### src/rtl/layer1_mac_sequencer_if.sv
// Stream and multiplier signals of the Layer1 MAC sequencer.
// The slave modport is the sequencer's view; the master modport is its environment's view.
interface layer1_mac_sequencer_if #(
  parameter int ACC_W = 32
);
  logic             in_valid;
  logic             in_ready;
  logic [15:0]      in_weight;
  logic [7:0]       in_pixel;
  logic [15:0]      mul_a;
  logic [7:0]       mul_b;
  logic [23:0]      mul_p;
  logic             out_valid;
  logic             out_ready;
  logic [ACC_W-1:0] out_data;

  modport slave (
    input  in_valid, in_weight, in_pixel, mul_p, out_ready,
    output in_ready, mul_a, mul_b, out_valid, out_data
  );

  modport master (
    output in_valid, in_weight, in_pixel, mul_p, out_ready,
    input  in_ready, mul_a, mul_b, out_valid, out_data
  );
endinterface

### src/rtl/layer1_mac_sequencer.sv
// Runs one convolution window through a shared 16x8 multiplier, accumulating
// weight*pixel products onto a bias, then returns a ReLU'd, saturated result.
module layer1_mac_sequencer #(
  parameter int TAP_W = 8,
  parameter int ACC_W = 32
) (
  input  logic             ap_clk,
  input  logic             ap_rst,
  input  logic             ap_start,
  output logic             ap_idle,
  output logic             ap_done,
  input  logic [TAP_W-1:0] tap_count,
  input  logic [ACC_W-1:0] bias,
  input  logic             relu_en,
  layer1_mac_sequencer_if.slave bus
);

  // Two guard bits: 255 * 2^23 plus a full-range bias cannot wrap.
  localparam int AW = ACC_W + 2;

  typedef enum logic [1:0] {S_IDLE, S_RUN, S_DRAIN, S_OUT} state_t;

  state_t           state_q, state_d;
  logic [TAP_W-1:0] cnt_q, cnt_d;
  logic [TAP_W-1:0] taps_q, taps_d;
  logic             relu_q, relu_d;
  logic [AW-1:0]    acc_q, acc_d;
  logic [15:0]      mul_a_q, mul_a_d;
  logic [7:0]       mul_b_q, mul_b_d;
  logic [23:0]      p_q, p_d;
  logic             v1_q, v1_d;
  logic             v2_q, v2_d;
  logic             done_q, done_d;

  logic             can_accept;
  logic             accept;
  logic [AW-1:0]    relu_val;
  logic [ACC_W-1:0] sat_val;

  assign can_accept = (state_q == S_RUN) && (cnt_q < taps_q);
  assign accept     = can_accept && bus.in_valid;

  // NOTE: every always_comb target gets a default first so no path leaves it unassigned (no latch).
  always_comb begin
    state_d = state_q;
    cnt_d   = cnt_q;
    taps_d  = taps_q;
    relu_d  = relu_q;
    acc_d   = acc_q;
    mul_a_d = mul_a_q;
    mul_b_d = mul_b_q;
    p_d     = p_q;
    v1_d    = 1'b0;
    v2_d    = v1_q;
    done_d  = 1'b0;

    if (v1_q) p_d = bus.mul_p;
    if (v2_q) acc_d = acc_q + {{(AW-24){p_q[23]}}, p_q};

    unique case (state_q)
      S_IDLE: begin
        if (ap_start) begin
          taps_d  = tap_count;
          relu_d  = relu_en;
          acc_d   = {{2{bias[ACC_W-1]}}, bias};
          cnt_d   = '0;
          state_d = (tap_count != '0) ? S_RUN : S_OUT;
        end
      end
      S_RUN: begin
        if (accept) begin
          mul_a_d = bus.in_weight;
          mul_b_d = bus.in_pixel;
          v1_d    = 1'b1;
          cnt_d   = cnt_q + TAP_W'(1);
          if (cnt_d == taps_q) state_d = S_DRAIN;
        end
      end
      S_DRAIN: begin
        // With no product left in stage 1, stage 3 finishes this cycle.
        if (!v1_q) state_d = S_OUT;
      end
      S_OUT: begin
        if (bus.out_ready) begin
          state_d = S_IDLE;
          done_d  = 1'b1;
        end
      end
      default: state_d = S_IDLE;
    endcase
  end

  always_comb begin
    relu_val = (relu_q && acc_q[AW-1]) ? '0 : acc_q;
    sat_val  = relu_val[ACC_W-1:0];
    // The top three bits must agree for the value to fit in ACC_W signed bits.
    if (!((&relu_val[AW-1:ACC_W-1]) || ~(|relu_val[AW-1:ACC_W-1]))) begin
      sat_val = relu_val[AW-1] ? {1'b1, {(ACC_W-1){1'b0}}} : {1'b0, {(ACC_W-1){1'b1}}};
    end
  end

  // NOTE: sequential state uses non-blocking assignments so all flops update together at the edge.
  always_ff @(posedge ap_clk) begin
    if (ap_rst) begin
      state_q <= S_IDLE;
      cnt_q   <= '0;
      taps_q  <= '0;
      relu_q  <= 1'b0;
      acc_q   <= '0;
      mul_a_q <= '0;
      mul_b_q <= '0;
      p_q     <= '0;
      v1_q    <= 1'b0;
      v2_q    <= 1'b0;
      done_q  <= 1'b0;
    end else begin
      state_q <= state_d;
      cnt_q   <= cnt_d;
      taps_q  <= taps_d;
      relu_q  <= relu_d;
      acc_q   <= acc_d;
      mul_a_q <= mul_a_d;
      mul_b_q <= mul_b_d;
      p_q     <= p_d;
      v1_q    <= v1_d;
      v2_q    <= v2_d;
      done_q  <= done_d;
    end
  end

  assign ap_idle       = (state_q == S_IDLE);
  assign ap_done       = done_q;
  assign bus.in_ready  = can_accept;
  assign bus.mul_a     = mul_a_q;
  assign bus.mul_b     = mul_b_q;
  assign bus.out_valid = (state_q == S_OUT);
  assign bus.out_data  = (state_q == S_OUT) ? sat_val : '0;

endmodule

### src/flat_wrapper.sv
// flat-port wrapper written by rule: the top's interface ports become plain ports
module layer1_mac_sequencer_flat 
#(
  parameter int TAP_W = 8,
  parameter int ACC_W = 32
)
  (ap_clk, ap_rst, ap_start, ap_idle, ap_done, tap_count, bias, relu_en, bus_in_valid, bus_in_weight, bus_in_pixel, bus_mul_p, bus_out_ready, bus_in_ready, bus_mul_a, bus_mul_b, bus_out_valid, bus_out_data);
  layer1_mac_sequencer_if #(.ACC_W(ACC_W)) bus_i ();
  input  logic ap_clk;
  input  logic ap_rst;
  input  logic ap_start;
  output logic ap_idle;
  output logic ap_done;
  input  logic [TAP_W-1:0] tap_count;
  input  logic [ACC_W-1:0] bias;
  input  logic relu_en;
  input wire logic [$bits(bus_i.in_valid)-1:0] bus_in_valid;
  input wire logic [$bits(bus_i.in_weight)-1:0] bus_in_weight;
  input wire logic [$bits(bus_i.in_pixel)-1:0] bus_in_pixel;
  input wire logic [$bits(bus_i.mul_p)-1:0] bus_mul_p;
  input wire logic [$bits(bus_i.out_ready)-1:0] bus_out_ready;
  output wire logic [$bits(bus_i.in_ready)-1:0] bus_in_ready;
  output wire logic [$bits(bus_i.mul_a)-1:0] bus_mul_a;
  output wire logic [$bits(bus_i.mul_b)-1:0] bus_mul_b;
  output wire logic [$bits(bus_i.out_valid)-1:0] bus_out_valid;
  output wire logic [$bits(bus_i.out_data)-1:0] bus_out_data;
  assign bus_i.in_valid = bus_in_valid;
  assign bus_i.in_weight = bus_in_weight;
  assign bus_i.in_pixel = bus_in_pixel;
  assign bus_i.mul_p = bus_mul_p;
  assign bus_i.out_ready = bus_out_ready;
  assign bus_in_ready = bus_i.in_ready;
  assign bus_mul_a = bus_i.mul_a;
  assign bus_mul_b = bus_i.mul_b;
  assign bus_out_valid = bus_i.out_valid;
  assign bus_out_data = bus_i.out_data;
  layer1_mac_sequencer #(.TAP_W(TAP_W), .ACC_W(ACC_W)) u_core (.ap_clk(ap_clk), .ap_rst(ap_rst), .ap_start(ap_start), .ap_idle(ap_idle), .ap_done(ap_done), .tap_count(tap_count), .bias(bias), .relu_en(relu_en), .bus(bus_i));
endmodule
### config.mk
export PLATFORM = sky130hd
export DESIGN_NAME = layer1_mac_sequencer_flat
export DESIGN_NICKNAME = d
export VERILOG_FILES = /design/src/rtl/layer1_mac_sequencer_if.sv /design/src/rtl/layer1_mac_sequencer.sv /design/src/flat_wrapper.sv
export SDC_FILE = /design/constraint.sdc
export NUM_CORES = 1
export LEC_CHECK = 0
export CAP_MARGIN = 20
export CORE_MARGIN = 2
export CORE_UTILIZATION = 54
export DETAILED_ROUTE_END_ITERATION = 10
export GPL_ROUTABILITY_DRIVEN = 0
export GPL_TIMING_DRIVEN = 0
export PLACE_DENSITY = 0.87
export REMOVE_ABC_BUFFERS = 1
export SKIP_CTS_REPAIR_TIMING = 1
export SLEW_MARGIN = 40
export SYNTH_ARGS = -nofsm -noshare
export SYNTH_HDL_FRONTEND = slang
export SYNTH_SLANG_ARGS = --single-unit
### constraint.sdc
create_clock -name ap_clk -period 7.1 [get_ports ap_clk]
set_clock_uncertainty 0.1 [all_clocks]
set_input_delay 1.42 -clock ap_clk [delete_from_list [all_inputs] [get_ports ap_clk]]
set_output_delay 1.42 -clock ap_clk [all_outputs]
set_load 0.03 [all_outputs]
---- Yosys cells after proc, flatten, opt, wreduce, memory -nomap -nowiden ----
Index checks and enable logic that the tools add are counted.
operators by class
  bitwise gates (word level) .............. 3
  reductions and logical operators ........ 15
  muxes and demuxes ....................... 19
  magnitude comparators ................... 1
  equal/unequal tests ..................... 9
  $add $sub $neg .......................... 2
operator list
  kind                 count
  $mux 34              4
  $mux 32              3
  $add 34x34->34       1
  $mux 8               2
  $pmux 8 s2           1
  $mux 2               6
  $add 8x1->8 const B  1
  $eq 8x8->1           1
  $lt 8x8->1           1
  $ne 2x2->1 const B   4
  $pmux 2 s4           1
  $reduce_bool 8->1    1
  $reduce_and 3->1     2
  $reduce_and 5->1     1
  $eq 2x2->1 const B   2
  $reduce_and 2->1     2
  $reduce_or 2->1      2
  $logic_and 1x1->1    3
  $not 1->1            3
  $reduce_or 3->1      1
  $eq 2x1->1 const B   1
  $logic_not 2->1      1
  $mux 1               2
  $ne 2x1->1 const B   1
  other kinds (2)      2
word-level totals
  flip-flop bits (word level) ............. 104
  word-level logic and storage cells ...... 60
  output and inout bits ................... 60

---- Logic depth before layout (Yosys ltp) ----
Gate-level depths: netlist (run 1).
  depth after elaboration ................. 7
  gate-level depth with buffers ........... 12
  mapped depth without buffers ............ 11

---- Worst setup path before layout (run 1) ----
Ideal clock, no wire load.
  path type ............................... register to output
  start point ............................. register u_core.state_q[0]
  end point ............................... output port bus_out_data[10]
  setup slack ............................. 3937 ps
  arrival ................................. 1643 ps
  cell stages (with the launch flop) ...... 6
  buffers on the path ..................... 1
  data required time ...................... 5580 ps
  cell sequence ........................... dfxtp_1 > ha_1 > inv_1 > a21oi_1 > clkbuf_1 > o21a_1
on the way
  word-level cells in the longest chain between the ends .. 2
ends and longest elaborated chain
  what                      line                         source
  start: declaration        layer1_mac_sequencer.sv:23   state_t state_q, state_d;
  start signal: assignment  layer1_mac_sequencer.sv:117  state_q <= state_d;
  $eq 2x2->1                --
  via bus_out_valid         flat_wrapper.sv:25           output wire logic [$bits(bus_i.out_valid)-1:0] bus_out_valid;
  $mux 32                   layer1_mac_sequencer.sv:137  assign bus.out_data = (state_q == S_OUT) ? sat_val : '0;
  end: declaration          flat_wrapper.sv:26           output wire logic [$bits(bus_i.out_data)-1:0] bus_out_data;
The timed path passes the listed nets, and every way through them passes these cells.

---- Final worst setup path (run 1) ----
  start point ............................. register u_core.taps_q[1]
  end point ............................... output port bus_in_ready
on the way
  word-level cells in the longest chain between the ends .. 2
ends and longest elaborated chain
  what                      line                         source
  start: declaration        layer1_mac_sequencer.sv:25   logic [TAP_W-1:0] taps_q, taps_d;
  start signal: assignment  layer1_mac_sequencer.sv:119  taps_q <= taps_d;
  $lt 8x8->1                layer1_mac_sequencer.sv:40   assign can_accept = (state_q == S_RUN) && (cnt_q < taps_q);
  $logic_and 1x1->1         layer1_mac_sequencer.sv:40
  end: declaration          flat_wrapper.sv:22           output wire logic [$bits(bus_i.in_ready)-1:0] bus_in_ready;
No other way between the ends.

==> results.md, run 1 <==
- The run finished with clean final reports.
- Measured along the y axis, the die boundary spans 112.7 µm.
- The mean post-synth cell area is 8.346 µm².
- The total congestion overflow after global routing is 0.
- The final total power is 2214 µW.
- The critical path goes through inv_1, ha_1, nor2b_1, o21a_1, o21ai_1, a21oi_1, a21oi_1, o21a_1, clkdlybuf4s50_1.
- The number of iterations in the first detailed-routing pass is 5.
- The per-cell routed wire length is 16.37 µm.
- The number of antenna violations at the first check in global routing is 0.
- Of the cells placed in the final design, the portion with a size suffix greater than 1 is 4.362%.
- The clock input transition at the sequential cells of the worst setup and hold paths is 0.07 ns.
- The critical register-to-register path startpoint is u_core.acc_q[0]$_SDFF_PP0_.
- After legalization and detailed placement, the total HPWL measured 11910 µm.
- For this run, the leading register cell type out of synthesis is dfxtp_1.
- The area of the mapped netlist is 6376 µm².
- Setup repair after global routing left no endpoint under its margin.
- Buffers inserted during clock tree synthesis total 9.
- The worst hold path endpoint is u_core.taps_q[6]$_SDFFE_PP0P_.
- Headroom to the max-slew limit came out at 56.67%.
- The cell class contributing the biggest share of worst-path delay is compound AO/OA/AOI/OAI gates.
- Detailed routing inserted a total of 5998 vias.
- The total of warnings raised by yosys is 0.
- The largest single stage delay on the critical path is 0.65 ns.
- The maximum resistive drop on vdd is 0.2712 mV.
- The reg-to-reg critical path endpoint is u_core.acc_q[26]$_SDFF_PP0_.
- Along the worst path, the maximum fanout reaches 3.
- The die is 112.7 µm wide.
- Across the run, the number of max-cap violations was 0.
- The vias per cell is 5.784.
- Synthesis produced a netlist whose cell count is 764.
- The die covers 12690 µm².
- The origin of the worst min-delay path is u_core.taps_q[6]$_SDFFE_PP0P_.
- The worst setup slack after layout is 2.966 ns.
- The number of failing hold endpoints at the final stage is 0.
- The final routed wirelength across all metal layers is 16970 µm.
- At the end of the flow, the number of nets in the layout was 1030.
- Counting cells, the worst reg-to-reg path comes to 11.
- The number of clock sinks seen by CTS is 104.
- Summing all placed instances gives a cell area of 8078 µm².
- Buffers placed on the I/O ports in this run total 153.
- The initial standard-cell utilization of the core is 55.60%.
- The tightest min-delay check is of the flip-flop to flip-flop type.
- After filler insertion, the fill cell instance count of the layout stands at 850.
- After detailed routing, the number of remaining DRC violations is 0.
- The data arrival at the endpoint of the critical path is 2.61 ns.
- The number of antenna diodes in the final layout is 0.
- Row generation in the floorplan step produced 39 rows.
- In this run the register-to-register setup slack is 3.84 ns.
- The total of endpoints with negative setup slack in the final report is 0.
- The worst-margin pin slew is 0.6499 ns.
- The total leakage power is 0.003242 µW.
- The post-route antenna net violation count is 0.
- Clock tree synthesis selected as its root buffer the cell clkbuf_16.
- By startpoint and endpoint, the worst setup path is classified as flip-flop to output port.
- TritonCTS built the clock tree.
- The sort of element at the start of the critical path is a flip-flop.
- The slowest stage cell on the critical path is clkdlybuf4s50_1.
- Derived from the worst setup path, the maximum achievable clock frequency is 0.2419 GHz.
- The worst setup path is captured at an output port.
- The worst hold path was traced through 2 stages.
- The via count of the first global-routing pass is 5723.
- The finished cells cover 8389 µm².
- The final critical delay including setup and external delays is 4.134 ns.
- The area inside the core boundary is 11470 µm².
- The share of the cycle needed by the critical path after routing is 58.22%.
- The worst hold slack is 0.3712 ns.
- Timing analysis after detailed placement gives a worst setup slack of 3.365 ns.
- The global-route usage over all layers is 26.39%.
- Counting flops and latches in the post-synthesis netlist gives 104.
- The number of slew-limit violations in the final report is 0.
- No sink is reached through more buffers than the 2 on the longest clock path.
- The detailed router's first-iteration violation count is 390.
- The first-pass GRT wire length is 27500 µm.
- After synthesis, the share of flip-flops with an asynchronous set or reset is 0%.
- The distinct cell type count after synthesis is 55.
- At the later pin of the worst-skew pair, clock insertion delay measures 0.36 ns.
- The data required time at the worst endpoint is 5.58 ns.
- For the final routed database, the setup TNS stands at 0 ns.
- CTS built an H-tree with a depth of 3.
- For this design the ratio of total power to cell area is 263.9 nW/µm².
- The critical path starts at u_core.taps_q[1]$_SDFFE_PP0P_.
- Counting flops with a built-in enable in the synthesized netlist gives 0.
- The combined buffer and inverter count along the critical path is 2.
- The maximum number of pins on one net before global-route repair is 71.
- Of the synthesized area, sequential elements account for 32.65%.
- The area growth from synthesis to layout is 31.57%.
- The number of top-level pins is 154.
worst register-to-register path, cell delays in order (launching register included):
cell and delay, ns:
dfxtp_1 0.34, ha_1 0.22, fa_1 0.40, a21oi_1 0.27, o211ai_1 0.21, nand4_1 0.19, o21ai_2 0.10, a221oi_2 0.40
o211ai_1 0.18, a31oi_1 0.23, xor2_1 0.09, a2111oi_1 0.41
cell usage after synthesis (16+ instances only):
cell | number | area (µm²)
xnor2_1 | 27 | 236.5
o21a_1 | 37 | 277.8
a21o_1 | 17 | 127.6
nand2_1 | 52 | 195.2
ha_1 | 46 | 575.6
clkbuf_1 | 35 | 131.4
dfxtp_1 | 104 | 2082
a21oi_1 | 64 | 320.3
inv_1 | 21 | 78.83
a211oi_1 | 33 | 247.7
nand3_1 | 16 | 80.08
mux2i_1 | 63 | 630.6
nor2_1 | 107 | 401.6
report_power, final:
| part | switching, µW | internal (µW) | leakage [µW] | total (µW) |
|---|---|---|---|---|
| clock network | 258 | 253 | 0.000151 | 511 |
| logic | 535 | 399 | 0.00224 | 934 |
| registers | 91.0 | 678 | 0.000850 | 769 |
cell families after synthesis:
kind of cell | synth area share, %
buffers and inverters | 3.944
adders and majority gates | 9.341
AOI/OAI and AO/OA | 22.12
xor gates and xnor gates | 6.025
and+or+nand+nor | 16.03
muxes | 9.890
DFF | 32.65
how the worst max path moves through the flow:
| stage | to | slack (ns) | depth (start not counted) |
|---|---|---|---|
| finish | bus_in_ready | 2.97 | 9 |
| global route | bus_in_ready | 2.81 | 9 |
| CTS | bus_in_ready | 2.97 | 9 |
| detailed placement | bus_in_ready | 3.36 | 9 |
| global placement | u_core.acc_q[32]$_SDFF_PP0_ | 1.78 | 4 |
| floorplan | bus_out_data[0] | 3.21 | 4 |
sequential cells by signal, summed over array words and instances, names as in the netlist:
name              cells
u_core.acc_q         34
u_core.ap_done        1
u_core.bus.mul_a     16
u_core.bus.mul_b      8
u_core.cnt_q          8
u_core.p_q           24
u_core.relu_q         1
u_core.state_q        2
u_core.taps_q         8
u_core.v1_q           1
u_core.v2_q           1
through the flow:
step	std cells	util, %
final	1037	73.16
after global routing	1037	73.16
after CTS	1037	73.16
after detailed placement	1021	70.44
after global placement	1015	69.01
after floorplan	719	-
layer usage:
metal	GRT usage, %	wire (µm)
met1	33.28	7375
met3	5.130	851
met5	0	0
met4	7.480	271
met2	45.91	8476
area by class of cell:
type	count	area [µm²]	area share [%]
clock inverter	7	86.33	1.029
inverter	21	78.83	0.9396
timing repair buffer	159	1653	19.70
clock buffer	9	225.2	2.685
sequential	104	2090	24.91
tap	143	178.9	2.133
multi-input combinational	594	4078	48.61
cells in the final DEF, fill, tap and decap left out, drive strengths merged, types with 2 or more instances in the layout:
master and instances:
o21bai 4, or3 5, nand4 12, o31ai 2
a31oi 4, o21a 37, dfxtp 104, inv 24
o211ai 6, a2111oi 2, nor2b 10, o21ai 24
o22ai 2, xor2 15, ha 46, and3 4
nor3 7, clkinv 4, nor3b 2, clkdlybuf4s50 152
a21boi 2, xnor2 28, clkbuf 9, a21oi 64
a311oi 2, nand2b 4, and2 3, nand3b 2
nor2 107, nor4 4, a211oi 33, a221oi 4
a21o 17, nand2 52, nand3 16, buf 7
mux2i 63
Power figures use the tool's default switching activity.
==> inputs of run 2 (changes only) <==
--- a/config.mk
+++ b/config.mk
@@ -7,11 +7,11 @@
 export LEC_CHECK = 0
 export CAP_MARGIN = 20
 export CORE_MARGIN = 2
-export CORE_UTILIZATION = 54
+export CORE_UTILIZATION = 51
 export DETAILED_ROUTE_END_ITERATION = 10
 export GPL_ROUTABILITY_DRIVEN = 0
 export GPL_TIMING_DRIVEN = 0
-export PLACE_DENSITY = 0.87
+export PLACE_DENSITY = 0.83
 export REMOVE_ABC_BUFFERS = 1
 export SKIP_CTS_REPAIR_TIMING = 1
 export SLEW_MARGIN = 40
==> constraint.sdc (replaced) <==
create_clock -name ap_clk -period 3.88 [get_ports ap_clk]
set_clock_uncertainty 0.1 [all_clocks]
set_input_delay 0.776 -clock ap_clk [delete_from_list [all_inputs] [get_ports ap_clk]]
set_output_delay 0.776 -clock ap_clk [all_outputs]
set_load 0.03 [all_outputs]
==> run 2 against run 1 <==
Final cell count up 2.5%; first-iteration DRC count down 16%; combinational power is 83% higher; non-clock buffer count up 1; global-route usage decreased by 1.7 points; setup slack got worse by 2.5 ns; hold slack got worse by 0.0023 ns; cell area rose by 0.37%; critical path type unchanged; largest power group unchanged.
==> results.md, run 2 (synthesis results as in run 1) <==
- The number of diodes added for antenna fixing is 0 (unchanged).
- The share of the cycle needed by the critical path after routing is 88.53%.
- The power per standard cell area is 477.7 nW/µm² (was 263.9 nW/µm²).
- The total of endpoints with negative setup slack in the final report came to 0 (unchanged).
- The maximum number of pins on one net before global-route repair came to 67 (was 71).
- The path type of the worst min-delay path is flip-flop to flip-flop (unchanged).
- The post-placement worst setup slack came to 0.7616 ns (was 3.365 ns).
- The number of slew-limit violations in the final report is 0 (unchanged).
- The critical register-to-register path startpoint is u_core.p_q[0]$_SDFFE_PP0P_ (was u_core.acc_q[0]$_SDFF_PP0_).
- The CTS buffer count was 9 (unchanged).
- The area inside the core boundary was 12110 µm² (was 11470 µm²).
- The global-route usage over all layers is 24.68% (was 26.39%).
- The proportion of layout cells with a drive suffix above 1 is 4.469% (was 4.362%).
- The endpoint type of the worst setup path was an output port (unchanged).
- The final-layout fill cell count is 999 (was 850).
- The worst hold path endpoint is u_core.taps_q[6]$_SDFFE_PP0P_ (unchanged).
- The vertical die dimension is 115.8 µm (was 112.7 µm).
- The number of top-level pins is 154 (unchanged).
- The kind of critical path is flip-flop to output port (unchanged).
- The post-layout instance count excluding filler cells was 1063 (was 1037).
- The share of power burned in registers is 34.7% (about the same).
- The number of placement rows is 40 (was 39).
- The vias per cell came to 5.534 (was 5.784).
- The clock input transition at the sequential cells of the worst setup and hold paths is 0.07 ns (about the same).
- The worst hold slack is 0.3689 ns (was 0.3712 ns).
- The number of H-tree branching levels is 3 (unchanged).
- The final core utilization is 69.52% (was 73.16%).
- The half-perimeter wire length after detailed placement is 12130 µm (was 11910 µm).
- The floorplan die width came to 115.8 µm (was 112.7 µm).
- The total of max-cap violations is 0 (unchanged).
- The data arrival at the endpoint of the critical path is 2.56 ns (was 2.61 ns).
- The switching power as a share of total power is 39.47% (was 39.92%).
- The number of failing hold endpoints at the final stage was 0 (unchanged).
- The post-route antenna net violation count is 0 (unchanged).
- The first-pass GRT wire length is 26340 µm (was 27500 µm).
- The most common cell after layout, fill and taps aside is clkdlybuf4s50_1 (unchanged).
- The total congestion overflow after global routing is 0 (unchanged).
- The sort of element at the start of the critical path is a flip-flop (unchanged).
- The initial standard-cell utilization of the core is 52.64% (was 55.60%).
- The post-placement cell count is 1047 (was 1021).
- The worst setup slack after layout was 0.4449 ns (was 2.966 ns).
- The flip-flop count of the largest register after layout is 34 (unchanged).
- The CTS tree is yes (unchanged).
- RSZ-0062 raised after global routing: no (unchanged).
- The full die area was 13410 µm² (was 12690 µm²).
- Status: finished clean (unchanged).
- The final total power is 4023 µW (was 2214 µW).
- The worst max-slew margin expressed relative to the limit came to 55.25% (was 56.67%).
- The worst-margin pin slew was 0.6712 ns (was 0.6499 ns).
- The achievable clock frequency is 0.2911 GHz.
- The maximum resistive drop on vdd is 0.3988 mV (was 0.2712 mV).
- The via count of the first global-routing pass came to 5451 (was 5723).
- The origin of the worst min-delay path is u_core.taps_q[6]$_SDFFE_PP0P_ (unchanged).
- The root cell of the clock tree was clkbuf_16 (unchanged).
- The number of cells traversed by the worst register-to-register path came to 11 (unchanged).
- The number of clock sinks seen by CTS is 104 (unchanged).
- The per-cell routed wire length is 15.55 µm (was 16.37 µm).
- The net count of the finished layout is 1031 (was 1030).
- The power dissipated by switching net loads is 1588 µW (was 883.7 µW).
- The register-to-register setup slack was 0.70 ns (was 3.84 ns).
- The final critical delay including setup and external delays is 3.435 ns.
- The clock insertion delay at the later pin of the skew report was 0.36 ns (about the same).
- The final routed wirelength across all metal layers is 16530 µm (was 16970 µm).
- The largest fanout of any net on the critical path is 3 (unchanged).
- The total leakage power is 0.003244 µW (was 0.003242 µW).
- The internal power of the cells is 2435 µW (was 1330 µW).
- The total vias in the final route came to 5883 (was 5998).
- The maximum root-to-sink buffer count came to 2 (unchanged).
- The logic gate share of total power is 42.4% (was 42.2%).
- The number of iterations in the first detailed-routing pass came to 5 (unchanged).
- Commonest cells after routing, fill and taps aside: clkdlybuf4s50_1, nor2_1, dfxtp_1 (unchanged).
- The area growth from synthesis to layout is 32.06% (was 31.57%).
- The number of antenna violations at the first check in global routing is 0 (unchanged).
- The depth of the worst hold-timing path is 2 (unchanged).
- The reg-to-reg critical path endpoint is u_core.acc_q[26]$_SDFF_PP0_ (unchanged).
- The count of port buffers added during placement is 153 (unchanged).
- The residual DRC count came to 0 (unchanged).
- The data required time at the worst endpoint was 3.00 ns (was 5.58 ns).
- The most flop-heavy register is u_core.acc_q (unchanged).
- The detailed router's first-iteration violation count was 328 (was 390).
- The share of power burned in the clock network is 22.9% (was 23.1%).
-- run 2: changes by cell type in the layout (fill, tap and decap cells not counted), sizes merged --
cell / change
buf: +1
clkbuf: +1
clkinv: -1
-- run 2: final cells by class --
type                    count  area [µm²]  share of cell area (%)
clock buffers              10       239.0                   2.838
clock inverters             6       60.06                  0.7132
flip-flops and latches    104        2087                   24.78
multi-input cells         594        4078                   48.42
well taps                 168       210.2                   2.496
repair buffers            160        1668                   19.81
inverters                  21       78.83                  0.9361
-- run 2: power by group through the flow --
stage	clock [µW]	sequential [µW]	combinational, µW
after floorplan	0	1450	1040
after global placement	0	1420	1590
after detailed placement	0	1420	1690
after CTS	933	1400	1700
after global routing	982	1420	1860
final	920	1400	1710
-- run 2: worst max-delay path, stage by stage, from the launching register on --
cell             delay [ns]
dfxtp_1                0.37
inv_1                  0.06
ha_1                   0.28
nor2b_1                0.13
o21a_1                 0.17
o21ai_1                0.12
a21oi_1                0.14
a21oi_1                0.17
o21a_1                 0.12
clkdlybuf4s50_1        0.66
-- run 2: metrics by stage --
step	area (µm²)	setup TNS [ns]
floorplan	6203	0
global placement	7945	-64.42
detailed placement	8122	0
CTS	8421	0
global route	8421	0
finish	8421	0
-- run 2: worst max path at each step --
| stage | start | endpoint | cells after the start |
|---|---|---|---|
| 2_1_floorplan | u_core.taps_q[1]$_SDFFE_PP0P_ | u_core.state_q[1]$_SDFFE_PP0P_ | 11 |
| 3_3_place_gp | ap_rst | u_core.acc_q[32]$_SDFF_PP0_ | 4 |
| 3_5_place_dp | u_core.p_q[0]$_SDFFE_PP0P_ | u_core.acc_q[26]$_SDFF_PP0_ | 11 |
| 4_1_cts | u_core.taps_q[1]$_SDFFE_PP0P_ | bus_in_ready | 9 |
| 5_1_grt | u_core.taps_q[1]$_SDFFE_PP0P_ | bus_in_ready | 9 |
| 6_report | u_core.taps_q[1]$_SDFFE_PP0P_ | bus_in_ready | 9 |
-- run 2: metal layers --
layer	track usage [%]	routed length [µm]
met1	33.17	7803
met4	8.571	294
met2	40.74	7714
met5	0	0
met3	3.556	713
==> inputs of run 3 (changes only) <==
--- a/config.mk
+++ b/config.mk
@@ -5,6 +5,7 @@
 export SDC_FILE = /design/constraint.sdc
 export NUM_CORES = 1
 export LEC_CHECK = 0
+export ABC_CLOCK_PERIOD_IN_PS = 3880
 export CAP_MARGIN = 20
 export CORE_MARGIN = 2
 export CORE_UTILIZATION = 51
==> results of run 3 <==
Same layout as run 2: the final DEF is identical, and so are final timing and power.
